`src/rtl/pushbutton_reader.sv`:
```
// Pushbutton reader: synchronises and debounces active-low KEY pins, latches presses in
// sticky EDGE bits and exposes LEVEL/EDGE/MASK over an Avalon-MM slave with a level interrupt.
module pushbutton_reader #(
    parameter int N_KEYS          = 3,
    parameter int DEBOUNCE_CYCLES = 500000
) (
    input  logic              clk,
    input  logic              reset,
    input  logic [N_KEYS-1:0] key_n,
    input  logic [1:0]        avs_address,
    input  logic              avs_read,
    input  logic              avs_write,
    input  logic [31:0]       avs_writedata,
    output logic [31:0]       avs_readdata,
    output logic              irq,
    output logic [N_KEYS-1:0] key_level
);
    localparam int CNT_W = $clog2(DEBOUNCE_CYCLES);
    localparam logic [CNT_W-1:0] CNT_MAX = CNT_W'(DEBOUNCE_CYCLES - 1);

    typedef enum logic [1:0] {
        RELEASED,
        PRESS_PEND,
        PRESSED,
        REL_PEND
    } key_state_t;

    logic [N_KEYS-1:0] sync1;
    logic [N_KEYS-1:0] sync2;
    logic [N_KEYS-1:0] pressed_s;
    logic [N_KEYS-1:0] rise;
    key_state_t        state_q [N_KEYS];
    key_state_t        state_d [N_KEYS];
    logic [CNT_W-1:0]  cnt_q   [N_KEYS];
    logic [CNT_W-1:0]  cnt_d   [N_KEYS];
    logic [N_KEYS-1:0] edge_q;
    logic [N_KEYS-1:0] mask_q;
    logic [N_KEYS-1:0] edge_clr;
    logic [31:0]       read_mux;
    logic              unused_wdata;

    // Sync flops reset to the released (high) pin level so reset never fakes a press.
    always_ff @(posedge clk) begin
        if (reset) begin
            sync1 <= '1;
            sync2 <= '1;
        end else begin
            sync1 <= key_n;
            sync2 <= sync1;
        end
    end

    assign pressed_s = ~sync2;

    always_comb begin
        state_d   = state_q;
        cnt_d     = cnt_q;
        rise      = '0;
        key_level = '0;
        for (int i = 0; i < N_KEYS; i++) begin
            case (state_q[i])
                RELEASED: begin
                    if (pressed_s[i]) begin
                        state_d[i] = PRESS_PEND;
                        cnt_d[i]   = '0;
                    end
                end
                PRESS_PEND: begin
                    if (!pressed_s[i]) begin
                        state_d[i] = RELEASED;
                        cnt_d[i]   = '0;
                    end else if (cnt_q[i] == CNT_MAX) begin
                        state_d[i] = PRESSED;
                        rise[i]    = 1'b1;
                    end else begin
                        cnt_d[i] = cnt_q[i] + 1'b1;
                    end
                end
                PRESSED: begin
                    if (!pressed_s[i]) begin
                        state_d[i] = REL_PEND;
                        cnt_d[i]   = '0;
                    end
                end
                REL_PEND: begin
                    if (pressed_s[i]) begin
                        state_d[i] = PRESSED;
                    end else if (cnt_q[i] == CNT_MAX) begin
                        state_d[i] = RELEASED;
                    end else begin
                        cnt_d[i] = cnt_q[i] + 1'b1;
                    end
                end
                default: state_d[i] = RELEASED;
            endcase
            key_level[i] = (state_q[i] == PRESSED) || (state_q[i] == REL_PEND);
        end
    end

    always_ff @(posedge clk) begin
        if (reset) begin
            for (int i = 0; i < N_KEYS; i++) begin
                state_q[i] <= RELEASED;
                cnt_q[i]   <= '0;
            end
        end else begin
            state_q <= state_d;
            cnt_q   <= cnt_d;
        end
    end

    assign edge_clr = (avs_write && (avs_address == 2'd1)) ? avs_writedata[N_KEYS-1:0] : '0;

    always_comb begin
        read_mux = '0;
        case (avs_address)
            2'd0:    read_mux[N_KEYS-1:0] = key_level;
            2'd1:    read_mux[N_KEYS-1:0] = edge_q;
            2'd2:    read_mux[N_KEYS-1:0] = mask_q;
            default: read_mux = '0;
        endcase
    end

    // OR-ing rise after the clear makes a same-cycle press win over write-1-to-clear;
    // readdata and irq use pre-update register values.
    always_ff @(posedge clk) begin
        if (reset) begin
            edge_q       <= '0;
            mask_q       <= '0;
            avs_readdata <= '0;
            irq          <= 1'b0;
        end else begin
            edge_q <= (edge_q & ~edge_clr) | rise;
            if (avs_write && (avs_address == 2'd2)) begin
                mask_q <= avs_writedata[N_KEYS-1:0];
            end
            if (avs_read) begin
                avs_readdata <= read_mux;
            end
            irq <= |(edge_q & mask_q);
        end
    end

    assign unused_wdata = ^avs_writedata;

endmodule

```
`config.mk`:
```
export PLATFORM = sky130hd
export DESIGN_NAME = pushbutton_reader
export DESIGN_NICKNAME = d
export VERILOG_FILES = /design/src/rtl/pushbutton_reader.sv
export SDC_FILE = /design/constraint.sdc
export NUM_CORES = 1
export LEC_CHECK = 0
export ABC_AREA = 1
export CORE_ASPECT_RATIO = 2
export CORE_MARGIN = 5
export CORE_UTILIZATION = 48
export CTS_CLUSTER_SIZE = 10
export DETAILED_ROUTE_END_ITERATION = 6
export HOLD_SLACK_MARGIN = 0.06
export PLACE_DENSITY = 0.77
export SETUP_SLACK_MARGIN = 0.02
export SKIP_LAST_GASP = 1
export SLEW_MARGIN = 20
export SYNTH_ARGS = -nofsm -noshare
export SYNTH_HDL_FRONTEND = slang
export SYNTH_SLANG_ARGS = --single-unit
```
`constraint.sdc`:
```
create_clock -name clk -period 1.4 [get_ports clk]
set_input_delay 0.35 -clock clk [delete_from_list [all_inputs] [get_ports clk]]
set_output_delay 0.35 -clock clk [all_outputs]
set_load 0.005 [all_outputs]
```
==> reports/metrics.yaml <==
synthesis:
  synthDistinctLibCells: 38
  ys_seq_area_share_pct: 35.2
  synthSimpleGateAreaFrac_pct: 38.8
  synthAdderAreaFrac_pct: 0.834
  synth_top_family_by_area: "simple AND/OR/NAND/NOR gates"
  ys_ff_latch: 79
  syn_inst: 696
  synthMuxAreaShare_pct: 0
  synth_xor_xnor_area_share_pct: 1.17
  synth_flop_cell: "dfxtp_1"
  avgSynthCellArea_sq_um: 6.46
  yosysWarnings: 0
  synth_edf_count: 0
  netlist_area_sq_mm: 0.00450
  async_flop_share_pct: 0
  synth_compound_area_share_pct: 10.7
floorplan:
  core_sq_mm: 0.00926
  die-area_sq_mm: 0.0115
  initial_utilization_pct: 48.6
  num_rows: 50
  die_x_um: 78.5
  dieHeight_um: 147
  io_pins: 77
timing:
  finalSetupViolCount: 58
  worst_slack_ns: -0.361
  finalMaxSlewViolations: 0
  hold_viol: 0
  holdWs_ns: 0.416
  max_freq_ghz: 0.568
  rsz0062_at_grt: "true"
  tns_ns: -6.21
  period_needed_ns: 1.76
  fin_crit_sh_pct: 126
  finalClockSkew_ns: 0.00625
route:
  firstDrtPassIters: 6
  wl_per_cell_um: 18.0
  via_per_inst: 5.77
  antenna_left: 0
  routed_wl_um: 17300
  vias: 5558
  remaining_drc_errors: 0
  first_iter_violations: 327
cells_and_area:
  drive_above_1_share_pct: 43.4
  fin_nets: 898
  areaGrowthSynthToFinish_pct: 56.7
  final_cell_count_no_fill: 963
  antenna_cells: 0
  final_common_cell: "nand2_1"
  final_cell_mix: "138 x nand2_1, 110 x buf_4, 68 x inv_1, 60 x nor2_1, 46 x dfxtp_1"
status:
  status: "finished, violations left"
  violations: "setup timing"
place:
  dp_cells: 908
  port_buffers: 18
  dp_hpwl_um: 9220
  globalplace.congestion: 0.915
  place_ws_ns: -0.222
cts:
  ctsHtreeMaxLevel: 3
  clkTransAtPathRegs_ns: 0.07
  cts_buffers: 9
  max-clock-path-buffers: 2
  cts_hold_buf: 0
  clkLatencyLatePin_ns: 0.35
  cts_tree: "yes"
  root_buffer: "clkbuf_16"
  clkSinkCount: 79
power:
  p_leak_nw: 2.93
  p_total_mw: 5.12
  ir_drop_mv: 0.982
  p_per_area_mw_per_mm2: 726
critical_path:
  crit_start: "cnt_q[1]"
  reg2reg_from: "cnt_q[1]"
  path_class: "reg2reg"
  cp_data_required_time_ns: 1.64
  crit_path_end_kind: "flop"
  cp_max_fo: 4
  r2r_setup_slack_ns: -0.36
  reg2regPathDepth: 9
  r2r-end: "cnt_q[18]"
  timing.critical_path.from_type: "flop"
  worst_ep_arrival_time_ns: 2.00
  crit_path_end: "cnt_q[18]"
grt:
  gr-total-overflow: 0
  grtUsageTotal_pct: 23.3
  grt_pass1_wl_um: 21900
  grt_max_degree: 35
  grt_antenna_before_repair: 0
  grt_pass1_vias: 5245
worst_hold_path:
  hp-class: "reg2reg"
run:
  cap_violations: 0
==> state kept, by name (all words and copies together) (netlist names), named ones only <==
name and count:
sync2 3, mask_q 3, sync1 3, edge_q 3
irq 1, avs_readdata 3, cnt_q 57, state_q 3
==> worst min-delay path by stage <==
stage / start / end / slack (ns) / depth (start not counted)
floorplan: sync1[0] / sync2[0] / 0.39 / 1
global placement: sync1[0] / sync2[0] / 0.40 / 1
detailed placement: sync1[2] / sync2[2] / 0.40 / 1
CTS: sync1[0] / sync2[0] / 0.42 / 1
global route: sync1[2] / sync2[2] / 0.45 / 1
finish: sync1[2] / sync2[2] / 0.42 / 1
==> synthesized netlist by cell type, types with 2 or more instances <==
library cell	number	area (sq um)
a211oi_1	3	22.5
xnor2_1	2	17.5
nand3_1	60	300
nand2_1	168	631
nor2_4	3	33.8
xor2_1	4	35.0
a21oi_1	45	225
nand2_2	3	18.8
clkbuf_1	9	33.8
o21ai_0	29	145
buf_4	30	225
nand2_4	3	33.8
nand3_2	2	20.0
dfxtp_1	79	1580
o21bai_1	5	37.5
nand4_1	19	119
or2_2	9	56.3
nor2_2	3	18.8
inv_2	5	18.8
nor2_1	97	364
inv_1	81	304
ha_1	3	37.5
nor3_1	17	85.1
nand3b_1	3	22.5
==> what timing repair did <==
| action | CTS | global route |
|---|---|---|
| gates resized for setup | 140 | 157 |
| cloned | 1 | 2 |
| setup endpoints to repair | 68 | 67 |
| pin swaps | 54 | 64 |
| buffers inserted | 15 | 21 |
==> stage by stage <==
stage	instance area [sq um]	utilization, %
3_3_place_gp	5510	59.5
3_5_place_dp	5510	59.5
2_1_floorplan	4690	-
5_1_grt	7050	76.1
6_report	7050	76.1
4_1_cts	6350	68.6
==> area by class of cell <==
cell class / count / area (sq um)
clock buffers: 9 / 225
clock inverters: 7 / 65.1
fillers: 547 / 2210
inverters: 88 / 363
multi-input cells: 518 / 3280
flip-flops and latches: 79 / 1640
well taps: 104 / 130
repair buffers: 157 / 1340
repair inverters: 1 / 6.26
==> power breakdown <==
group	switching (mW)	internal (mW)	leakage, nW	total, mW
Clock	1.09	1.24	0.140	2.33
Combinational	0.290	0.207	2.13	0.497
Sequential	0.0268	2.26	0.656	2.29
Total	1.40	3.72	2.93	5.12
==> metal layers <==
metal / GRT usage [%] / share of wire, %
met5: 0 / 0
met4: 14.9 / 7.7
met3: 3.56 / 4.6
met2: 46.0 / 56
met1: 21.1 / 32
==> cells by family after synthesis <==
| logic type | after synthesis |
|---|---|
| adders and majority gates | 3 |
| other | 1 |
| and+or+nand+nor | 392 |
| buffers and inverters | 128 |
| DFF | 79 |
| AOI/OAI and AO/OA | 87 |
| xor gates and xnor gates | 6 |
==> worst max-delay path, cell delays in order (launching register included) <==
cell     delay (ns)
dfxtp_2        0.37
ha_4           0.17
nand3_4        0.11
nor2_4         0.18
buf_4          0.13
nand4_1        0.11
buf_4          0.17
nand2_1        0.06
nand3_1        0.08
a21oi_1        0.26
No activity file was read; power rests on OpenSTA's default activity.
